==> config.mk <==
export PLATFORM = sky130hd
export DESIGN_NAME = seg7_scan_display
export DESIGN_NICKNAME = d
export VERILOG_FILES = /design/src/rtl/seg7_scan_display.sv
export SDC_FILE = /design/constraint.sdc
export NUM_CORES = 1
export LEC_CHECK = 0
export ABC_CLOCK_PERIOD_IN_PS = 4600
export BUFFER_PORTS_ARGS = -buffer_cell sky130_fd_sc_hd__clkbuf_2
export CAP_MARGIN = 20
export CELL_PAD_IN_SITES_DETAIL_PLACEMENT = 0
export CELL_PAD_IN_SITES_GLOBAL_PLACEMENT = 1
export CORE_ASPECT_RATIO = 0.8
export CORE_UTILIZATION = 49
export CTS_CLUSTER_DIAMETER = 100
export DETAILED_ROUTE_END_ITERATION = 8
export GPL_TIMING_DRIVEN = 0
export PLACE_DENSITY = 0.83
export SLEW_MARGIN = 5
export SYNTH_ARGS = -nofsm -noshare
export SYNTH_HDL_FRONTEND = slang
export SYNTH_SLANG_ARGS = --single-unit
==> constraint.sdc <==
create_clock -name clk -period 4.6 [get_ports clk]
set_input_delay 0 -clock clk [delete_from_list [all_inputs] [get_ports clk]]
set_output_delay 0 -clock clk [all_outputs]
set_load 0.05 [all_outputs]
==> src/rtl/seg7_scan_display.sv <==
`default_nettype none
// ============================================================================
// Module   : seg7_scan_display
// Brief    : Four-digit multiplexed 7-segment driver, pattern or BCD step-count view
// Revision : 1.0 - initial release
// ============================================================================
module seg7_scan_display #(
  parameter int REFRESH_DIV  = 50_000,
  parameter int BLANK_CYCLES = 500,
  parameter int ACTIVE_LOW   = 1
) (
  input  logic       clk,
  input  logic       rst,
  input  logic [3:0] pattern_in,
  input  logic       step,
  input  logic       mode,
  input  logic       count_clr,
  output logic [3:0] an,
  output logic [6:0] seg,
  output logic       dp
);

  localparam int              SC_W      = (REFRESH_DIV > 2) ? $clog2(REFRESH_DIV) : 1;
  localparam logic [SC_W-1:0] c_sc_last = SC_W'(REFRESH_DIV - 1);
  localparam logic [SC_W-1:0] c_blank   = SC_W'(BLANK_CYCLES);
  localparam logic            c_inv     = (ACTIVE_LOW != 0);

  logic            step_prev_q;
  logic [15:0]     bcd_q, bcd_d, bcd_inc;
  logic [SC_W-1:0] sc_q, sc_d;
  logic [1:0]      idx_q, idx_d;
  logic [3:0]      snap_pat_q;
  logic            snap_mode_q;
  logic [15:0]     snap_bcd_q;
  logic [3:0]      an_q, an_d;
  logic [6:0]      seg_q, seg_d;
  logic            dp_q, dp_d;

  logic            w_step_rise;
  logic            w_sc_wrap;
  logic            w_frame_start;
  logic            w_lit;
  logic [3:0]      w_digit;
  logic            w_carry;

  function automatic logic [6:0] glyph(input logic [3:0] v);
    case (v)
      4'd0:    glyph = 7'h3F;
      4'd1:    glyph = 7'h06;
      4'd2:    glyph = 7'h5B;
      4'd3:    glyph = 7'h4F;
      4'd4:    glyph = 7'h66;
      4'd5:    glyph = 7'h6D;
      4'd6:    glyph = 7'h7D;
      4'd7:    glyph = 7'h07;
      4'd8:    glyph = 7'h7F;
      4'd9:    glyph = 7'h6F;
      default: glyph = 7'h00;
    endcase
  endfunction

  assign w_step_rise   = step & ~step_prev_q;
  assign w_sc_wrap     = (sc_q == c_sc_last);
  assign w_frame_start = (sc_q == '0) && (idx_q == 2'd0);
  assign w_lit         = (sc_q >= c_blank);

  // Ripple BCD increment; a digit at 9 rolls to 0 and passes the carry on.
  always_comb begin
    bcd_inc = bcd_q;
    w_carry = 1'b1;
    for (int i = 0; i < 4; i++) begin
      if (w_carry) begin
        if (bcd_q[4*i +: 4] == 4'd9) begin
          bcd_inc[4*i +: 4] = 4'd0;
        end else begin
          bcd_inc[4*i +: 4] = bcd_q[4*i +: 4] + 4'd1;
          w_carry           = 1'b0;
        end
      end
    end
  end

  always_comb begin
    bcd_d = bcd_q;
    if (count_clr) begin
      bcd_d = '0;
    end else if (w_step_rise) begin
      bcd_d = bcd_inc;
    end
  end

  always_comb begin
    sc_d  = w_sc_wrap ? '0 : sc_q + 1'b1;
    idx_d = w_sc_wrap ? idx_q + 2'd1 : idx_q;
  end

  always_comb begin
    w_digit = snap_mode_q ? snap_bcd_q[4*idx_q +: 4] : {3'b000, snap_pat_q[idx_q]};
    an_d    = {4{c_inv}};
    seg_d   = {7{c_inv}};
    dp_d    = c_inv;
    if (w_lit) begin
      an_d  = (4'b0001 << idx_q) ^ {4{c_inv}};
      seg_d = glyph(w_digit) ^ {7{c_inv}};
      dp_d  = ((idx_q == 2'd0) && snap_mode_q) ^ c_inv;
    end
  end

  // step_prev tracks step even in reset so a level held across reset is not counted.
  always_ff @(posedge clk) begin
    step_prev_q <= step;
    if (rst) begin
      bcd_q       <= '0;
      sc_q        <= '0;
      idx_q       <= 2'd0;
      snap_pat_q  <= '0;
      snap_mode_q <= 1'b0;
      snap_bcd_q  <= '0;
      an_q        <= {4{c_inv}};
      seg_q       <= {7{c_inv}};
      dp_q        <= c_inv;
    end else begin
      bcd_q <= bcd_d;
      sc_q  <= sc_d;
      idx_q <= idx_d;
      if (w_frame_start) begin
        snap_pat_q  <= pattern_in;
        snap_mode_q <= mode;
        snap_bcd_q  <= bcd_q;
      end
      an_q  <= an_d;
      seg_q <= seg_d;
      dp_q  <= dp_d;
    end
  end

  assign an  = an_q;
  assign seg = seg_q;
  assign dp  = dp_q;

endmodule
`default_nettype wire

# After elaboration in Yosys (flattened, before gate mapping)
# Memory sizes are Yosys's and may differ from the RTL's.
# Index checks and enable logic that the tools add are counted.
dict set report word_totals {
  reg_bits 68
  latchBits 0
  ram_bits 0
  romBits 112
  inputBits 9
  word_cells 58
  n_memories 1
}
dict set report classes {
  add_sub_neg 6
  multipliers 0
  n_div 0
  n_lt_le_gt_ge 2
  eq_ne 5
  shifts 2
  n_mux 13
  bitwise_logic 6
  reduce_logical 10
}
# memory depth word_bits read_ports rd_clocked_by_memory_dff wr line
set mem_list {}
lappend mem_list {{(no name shown)} 16 7 1 0 0 47} ;# case (v)
# operator n
set op_table {}
lappend op_table {{4-bit 2-to-1 mux} 5}
lappend op_table {{16-bit by 1-bit adder with 16-bit output (second input constant)} 1}
lappend op_table {{4-bit by 1-bit adder with 4-bit output (second input constant)} 4}
lappend op_table {{16-bit equality test (second input constant)} 1}
lappend op_table {{4-bit equality test (second input constant)} 4}
lappend op_table {{16-bit by 9-bit greater-or-equal comparator with 1-bit output (second input constant)} 1}
lappend op_table {{16-bit logical NOT} 1}
lappend op_table {{16-bit by 5-bit variable part select with 4-bit output} 1}
lappend op_table {{7-bit 2-to-1 mux} 1}
lappend op_table {{7-bit NOT} 1}
lappend op_table {{1-bit 2-to-1 mux} 6}
lappend op_table {{2-bit AND reduction} 3}
lappend op_table {{2-bit OR reduction} 3}
lappend op_table {{4-bit NOT} 1}
lappend op_table {{1-bit by 2-bit << shifter with 4-bit output (first input constant)} 1}
lappend op_table {{2-bit by 3-bit < comparator with 1-bit output (second input constant)} 1}
lappend op_table {{1-bit NOT} 3}
lappend op_table {{2-bit by 1-bit adder with 2-bit output (second input constant)} 1}
lappend op_table {{1-bit binary-select mux with 2-bit select} 1}
lappend op_table {{1-bit logical AND} 2}
lappend op_table {{2-bit logical NOT} 1}
lappend op_table {{1-bit AND} 1}

# Longest topological paths before layout
# An unclocked memory read counts as a cell.
dict set report depth {
  ltp_word 6
  mapped_depth 8
  depth_no_buf 7
}

# Least setup slack after synthesis
# No wires, ideal clock.
dict set report synth_timing {
  path_kind {register to register}
  from {register idx_q[0]}
  to {register seg_q[6], in the netlist seg[6]}
  setup_ps 147
  t_arrival_ps 1809
  required_time_ps 4453
  setup_slack_ps 2643
  path_stages_with_launch 9
  n_path_buf 1
  synth_period_minus_slack_ps 1957
  path_cell_list {dfxtp_1 buf_4 mux4_2 mux2i_1 inv_1 ha_1 inv_1 mux2_1 o2111ai_1}
}
dict set report synth_between {
  elab_chain_cells 6
  elab_cells_between_ends 7
  cone_classes {1 x shift; 4 x mux; 1 x bitwise; 1 x memory}
}
# element line
set synth_lines {}
lappend synth_lines {{start, declared} 31} ;# logic [1:0] idx_q, idx_d;
lappend synth_lines {{start signal, assigned} 125} ;# idx_q <= idx_d;
lappend synth_lines {{branches (longest 2 deep; another with 16-bit by 5-bit variable part select with 4-bit output)} --}
lappend synth_lines {{4-bit 2-to-1 mux *} 98} ;# w_digit = snap_mode_q ? snap_bcd_q[4*idx_q +: 4] : {3'b000, snap_pat_q[idx_q]};
lappend synth_lines {{memory read 16 x 7 bit *} --}
lappend synth_lines {{7-bit 2-to-1 mux *} 102} ;# if (w_lit) begin
lappend synth_lines {{7-bit NOT (no source line) *} --}
lappend synth_lines {{end signal, assigned} 120} ;# seg_q <= {7{c_inv}};
lappend synth_lines {{end signal, assigned} 132} ;# seg_q <= seg_d;
lappend synth_lines {{end, declared} 36} ;# logic [6:0] seg_q, seg_d;
# Mark *: on every way between the ends. The select of a mux whose other input is x is not followed.
# A chain may end at the register's enable or synchronous reset.

# Worst setup path after layout
dict set report layout_timing {
  from {register idx_q[0]}
  to {register snap_pat_q[0]}
}
dict set report layout_between {
  elab_chain_cells 2
}
# element line
set layout_lines {}
lappend layout_lines {{2-bit logical NOT} 64} ;# assign w_frame_start = (sc_q == '0) && (idx_q == 2'd0);
lappend layout_lines {{1-bit logical AND} 64}
lappend layout_lines {{end signal, assigned} 127} ;# snap_pat_q <= pattern_in;
lappend layout_lines {{end, declared} 32} ;# logic [3:0] snap_pat_q;
# No other way between the ends.

==> run summary <==
Across the run, the number of max-cap violations was 0. The maximum number of pins on one net before global-route repair came out at 11. The maximum number of buffers from clock root to sink came out at 2. Along the worst hold path, the cell count comes to 2. For this block, the routed nets add up to 6520 um of wire. The maximum clock rate came out at 437 MHz.

The startpoint identified for the worst hold timing path is rst. The floorplan has 25 rows. The post-route antenna net violation count came out at 0. The worst setup path is captured at a register. The synthesized area is 3150 sq um. The clock transition time at the flip-flop clock pins of the worst setup and hold paths came out at 0.07 ns. The weighted congestion reported at the end of routability-driven placement came out at 0.842.

CTS placed an instance of sky130_fd_sc_hd__clkbuf_8 at the clock tree root. The combinational family with the most area after synthesis is simple AND/OR/NAND/NOR gates. Synthesis instantiated 46 different standard cells from the library.

The total global routing track utilization is 0.208. The total grt overflow is 0. The cell area power density is 302 nW/um^2. The number of global-route vias before repair is 2249. Headroom to the max-slew limit came out at 0.573.

The later pin in the worst-skew pair is clocked with a latency of 0.34 ns. The first-pass GRT wire length came out at 10800 um. The final worst clock skew is 0.00844 ns. The clock tree from TritonCTS is yes. The number of flops mapped to enable cells by yosys came out at 0. Of the total synthesized cell area, the portion taken by full adders, half adders and majority gates is 0.0438.

Synthesis produced a netlist with a net count of 372. The leakage dissipation is 1.28 nW. The count of nets after finishing came out at 408. Adding up every negative setup slack in the final design gives 0 ns.

The initial antenna violation count is 0. The finished layout cell area came out at 3560 sq um. The die area came out at 6750 sq um. The level count of the clock H-tree came out at 3. The clock net in this run drives a total of 68 sinks. The number of cells produced by synthesis is 352.

The I/O pin count is 21. The layout overhead on the synthesized area is 13.1%. The routed via count divided by cell count is 5.42. The remaining routing DRC violations is 0.

Synthesis inferred 68 register bits. The area fraction in compound gates after synthesis came to 0.148. The most used flip-flop cell after synthesis is sky130_fd_sc_hd__dfxtp_1. The async set or reset register ratio after synthesis came out at 0. Setup repair after global routing left no endpoint under its margin. The hold slack came out at 0.0863 ns. The detailed placer's ending HPWL came out at 4780 um. The endpoint of the worst hold path is snap_bcd_q[2].

The setup slack of the worst register-to-register path is 2.31 ns. The worst voltage drop across the vdd grid came out at 0.181 mV. In this run the mean area of a mapped cell was 8.94 sq um.

The endpoint identified for the worst register-to-register timing path is snap_pat_q[0]. The floorplan step set the die width to 91.6 um. The final count of pins violating max slew is 0. The run finished with clean final reports.

Of the available clock period, the critical path in the final layout requires 0.498. The fraction of final layout cells sized beyond drive strength 1 came out at 0.125. The effective utilization at floorplan came out at 0.521. Subtracting the final worst setup slack from the clock period gives 2.29 ns. The most critical setup path has its startpoint at idx_q[0]. The area of the placeable core is 6040 sq um. The path category of the worst min-delay check is primary input to register.

The data arrival at the endpoint of the critical path came out at 2.56 ns. The overall die height came out at 73.7 um. STA classifies the critical path startpoint as a register.

The top fanout value on the critical path came out at 10. In this run the critical register-to-register path is launched from idx_q[0]. The standard cell area after detailed placement came out at 3340 sq um. Measured on the finished design, the core utilization comes to 0.589. The completed layout was analyzed and its total power is 0.00107 W. The slew at the pin closest to its max-slew limit came out at 0.639 ns. The portion of the post-synthesis area used by sequential elements came out at 0.433.

The CTS buffer count is 9. The number of DRC markers in iteration 0 came out at 147. 0 antenna diodes ended up in the layout. The worst setup path is of the register to register kind. The routed wire length per instance is 13.8 um.

After synthesis, the share of cell area in mux cells is 0.0521. The required time of the critical path came out at 4.87 ns. The routed layout has 2558 vias.

The simple-gate area share of the yosys netlist came out at 0.236. Setup violations remaining at the end of the flow were counted as 0. The number of hold violations in the final report came to 0.

The post-synthesis xor/xnor area fraction is 0.0446. The length in cells of the worst reg-to-reg path came out at 8. During placement, the flow inserted port buffers numbering 19.

The first-pass detailed-route iteration total is 4. The number of buffers inserted to repair setup after CTS came out at 0. The Yosys step of the flow raised 0 warnings.
==> worst max path at each step <==
| stage | endpoint | slack, ns | depth (start not counted) |
|---|---|---|---|
| 2_1_floorplan | seg[6] | 2.64 | 8 |
| 3_3_place_gp | snap_pat_q[0] | 2.43 | 8 |
| 3_5_place_dp | snap_pat_q[0] | 2.40 | 8 |
| 4_1_cts | snap_pat_q[0] | 2.37 | 8 |
| 5_1_grt | snap_pat_q[0] | 2.03 | 8 |
| 6_report | snap_pat_q[0] | 2.31 | 8 |
==> where the power goes <==
group | switching, W | leakage (nW) | internal, W
Combinational | 0.0000406 | 0.649 | 0.0000225
Sequential | 0.00000704 | 0.550 | 0.000596
Clock | 0.000205 | 0.0848 | 0.000201
Total | 0.000253 | 1.28 | 0.000820
==> area by class of cell <==
type                       count  area [sq um]
buffer                        20          98.8
clock buffer                  11           141
clock inverter                 3          15.0
fill                         554          2480
inverter                      10          37.5
multi-input combinational    254          1650
sequential                    68          1360
tap                           81           101
timing repair buffer          25           155
==> metrics by stage <==
step / cells / worst slack [ns]
after global routing: 472 / 2.03
after global placement: 452 / 2.43
after detailed placement: 452 / 2.40
after floorplan: 352 / 2.64
after CTS: 472 / 2.37
final: 472 / 2.31
==> cells in the final DEF, fill, tap and decap left out, types with 2 or more instances in the layout <==
| cell type | netlist | layout |
|---|---|---|
| sky130_fd_sc_hd__nor3_1 | 4 | 4 |
| sky130_fd_sc_hd__buf_2 | 4 | 4 |
| sky130_fd_sc_hd__o2111ai_1 | 2 | 2 |
| sky130_fd_sc_hd__nand2_1 | 17 | 17 |
| sky130_fd_sc_hd__mux4_2 | 5 | 5 |
| sky130_fd_sc_hd__clkbuf_8 | 0 | 10 |
| sky130_fd_sc_hd__xor2_1 | 11 | 11 |
| sky130_fd_sc_hd__o21ai_0 | 13 | 13 |
| sky130_fd_sc_hd__mux2i_1 | 4 | 4 |
| sky130_fd_sc_hd__inv_1 | 10 | 10 |
| sky130_fd_sc_hd__or3_1 | 7 | 7 |
| sky130_fd_sc_hd__clkbuf_2 | 0 | 19 |
| sky130_fd_sc_hd__a21oi_1 | 38 | 38 |
| sky130_fd_sc_hd__nor2b_1 | 10 | 10 |
| sky130_fd_sc_hd__buf_6 | 2 | 2 |
| sky130_fd_sc_hd__dlygate4sd3_1 | 0 | 6 |
| sky130_fd_sc_hd__and2_1 | 3 | 3 |
| sky130_fd_sc_hd__clkinv_2 | 0 | 3 |
| sky130_fd_sc_hd__nand3b_1 | 2 | 2 |
| sky130_fd_sc_hd__o21ai_1 | 24 | 24 |
| sky130_fd_sc_hd__dfxtp_1 | 68 | 68 |
| sky130_fd_sc_hd__and3_1 | 4 | 4 |
| sky130_fd_sc_hd__nor3b_1 | 3 | 3 |
| sky130_fd_sc_hd__clkbuf_1 | 13 | 14 |
| sky130_fd_sc_hd__and3b_1 | 2 | 2 |
| sky130_fd_sc_hd__ha_1 | 11 | 11 |
| sky130_fd_sc_hd__o31ai_1 | 3 | 3 |
| sky130_fd_sc_hd__nand4_1 | 9 | 9 |
| sky130_fd_sc_hd__nor2_1 | 23 | 23 |
| sky130_fd_sc_hd__or4_1 | 4 | 4 |
| sky130_fd_sc_hd__xnor2_1 | 5 | 5 |
| sky130_fd_sc_hd__nand3_1 | 33 | 33 |
==> logic make-up (layout without fill, tap and decap cells) <==
kind of cell	after synthesis	in the layout
buffers and inverters	30	69
xor gates and xnor gates	16	16
DFF	68	68
AOI/OAI and AO/OA	85	85
muxes	10	10
adders and majority gates	11	11
and+or+nand+nor	132	132
==> registers in the layout, indices dropped and copies added (netlist names) <==
signal	count
sc_q	16
seg	7
bcd_q	16
step_prev_q	1
an	4
snap_pat_q	4
idx_q	2
snap_mode_q	1
dp	1
snap_bcd_q	16
==> synth_stat cells, types with 2 or more instances <==
cell type,count,area [sq um]
sky130_fd_sc_hd__buf_2,4,20.0
sky130_fd_sc_hd__nand2_1,17,63.8
sky130_fd_sc_hd__ha_1,11,138
sky130_fd_sc_hd__inv_1,10,37.5
sky130_fd_sc_hd__nand3b_1,2,15.0
sky130_fd_sc_hd__nand3_1,33,165
sky130_fd_sc_hd__xnor2_1,5,43.8
sky130_fd_sc_hd__clkbuf_1,13,48.8
sky130_fd_sc_hd__o21ai_1,24,120
sky130_fd_sc_hd__nand4_1,9,56.3
sky130_fd_sc_hd__dfxtp_1,68,1360
sky130_fd_sc_hd__buf_6,2,22.5
sky130_fd_sc_hd__o21ai_0,13,65.1
sky130_fd_sc_hd__nor3_1,4,20.0
sky130_fd_sc_hd__nor2_1,23,86.3
sky130_fd_sc_hd__or4_1,4,30.0
sky130_fd_sc_hd__mux2i_1,4,40.0
sky130_fd_sc_hd__and3b_1,2,17.5
sky130_fd_sc_hd__a21oi_1,38,190
sky130_fd_sc_hd__nor3b_1,3,22.5
sky130_fd_sc_hd__or3_1,7,43.8
sky130_fd_sc_hd__and2_1,3,18.8
sky130_fd_sc_hd__o31ai_1,3,22.5
sky130_fd_sc_hd__o2111ai_1,2,17.5
sky130_fd_sc_hd__and3_1,4,25.0
sky130_fd_sc_hd__mux4_2,5,113
sky130_fd_sc_hd__nor2b_1,10,62.6
sky130_fd_sc_hd__xor2_1,11,96.3
==> critical path: stages (launching register included) <==
cell	delay, ns
sky130_fd_sc_hd__dfxtp_1	0.33
sky130_fd_sc_hd__buf_4	0.18
sky130_fd_sc_hd__inv_1	0.10
sky130_fd_sc_hd__ha_1	0.24
sky130_fd_sc_hd__nor4b_1	0.34
sky130_fd_sc_hd__and4b_1	0.34
sky130_fd_sc_hd__clkbuf_1	0.36
sky130_fd_sc_hd__nand3_1	0.18
sky130_fd_sc_hd__a21oi_1	0.14
==> what timing repair did <==
item | 4_1_cts | 5_1_grt
endpoints found under the hold margin | 6 | 0
hold buffers | 6 | 0
gates resized for setup | 0 | 0
==> layer usage <==
layer | routed length (um) | global-route usage
met1 | 3470 | 0.315
met2 | 2520 | 0.286
met3 | 493 | 0.0683
met4 | 39 | 0.0353
met5 | 0 | 0
Note: power is estimated with default switching activity, not from simulation.
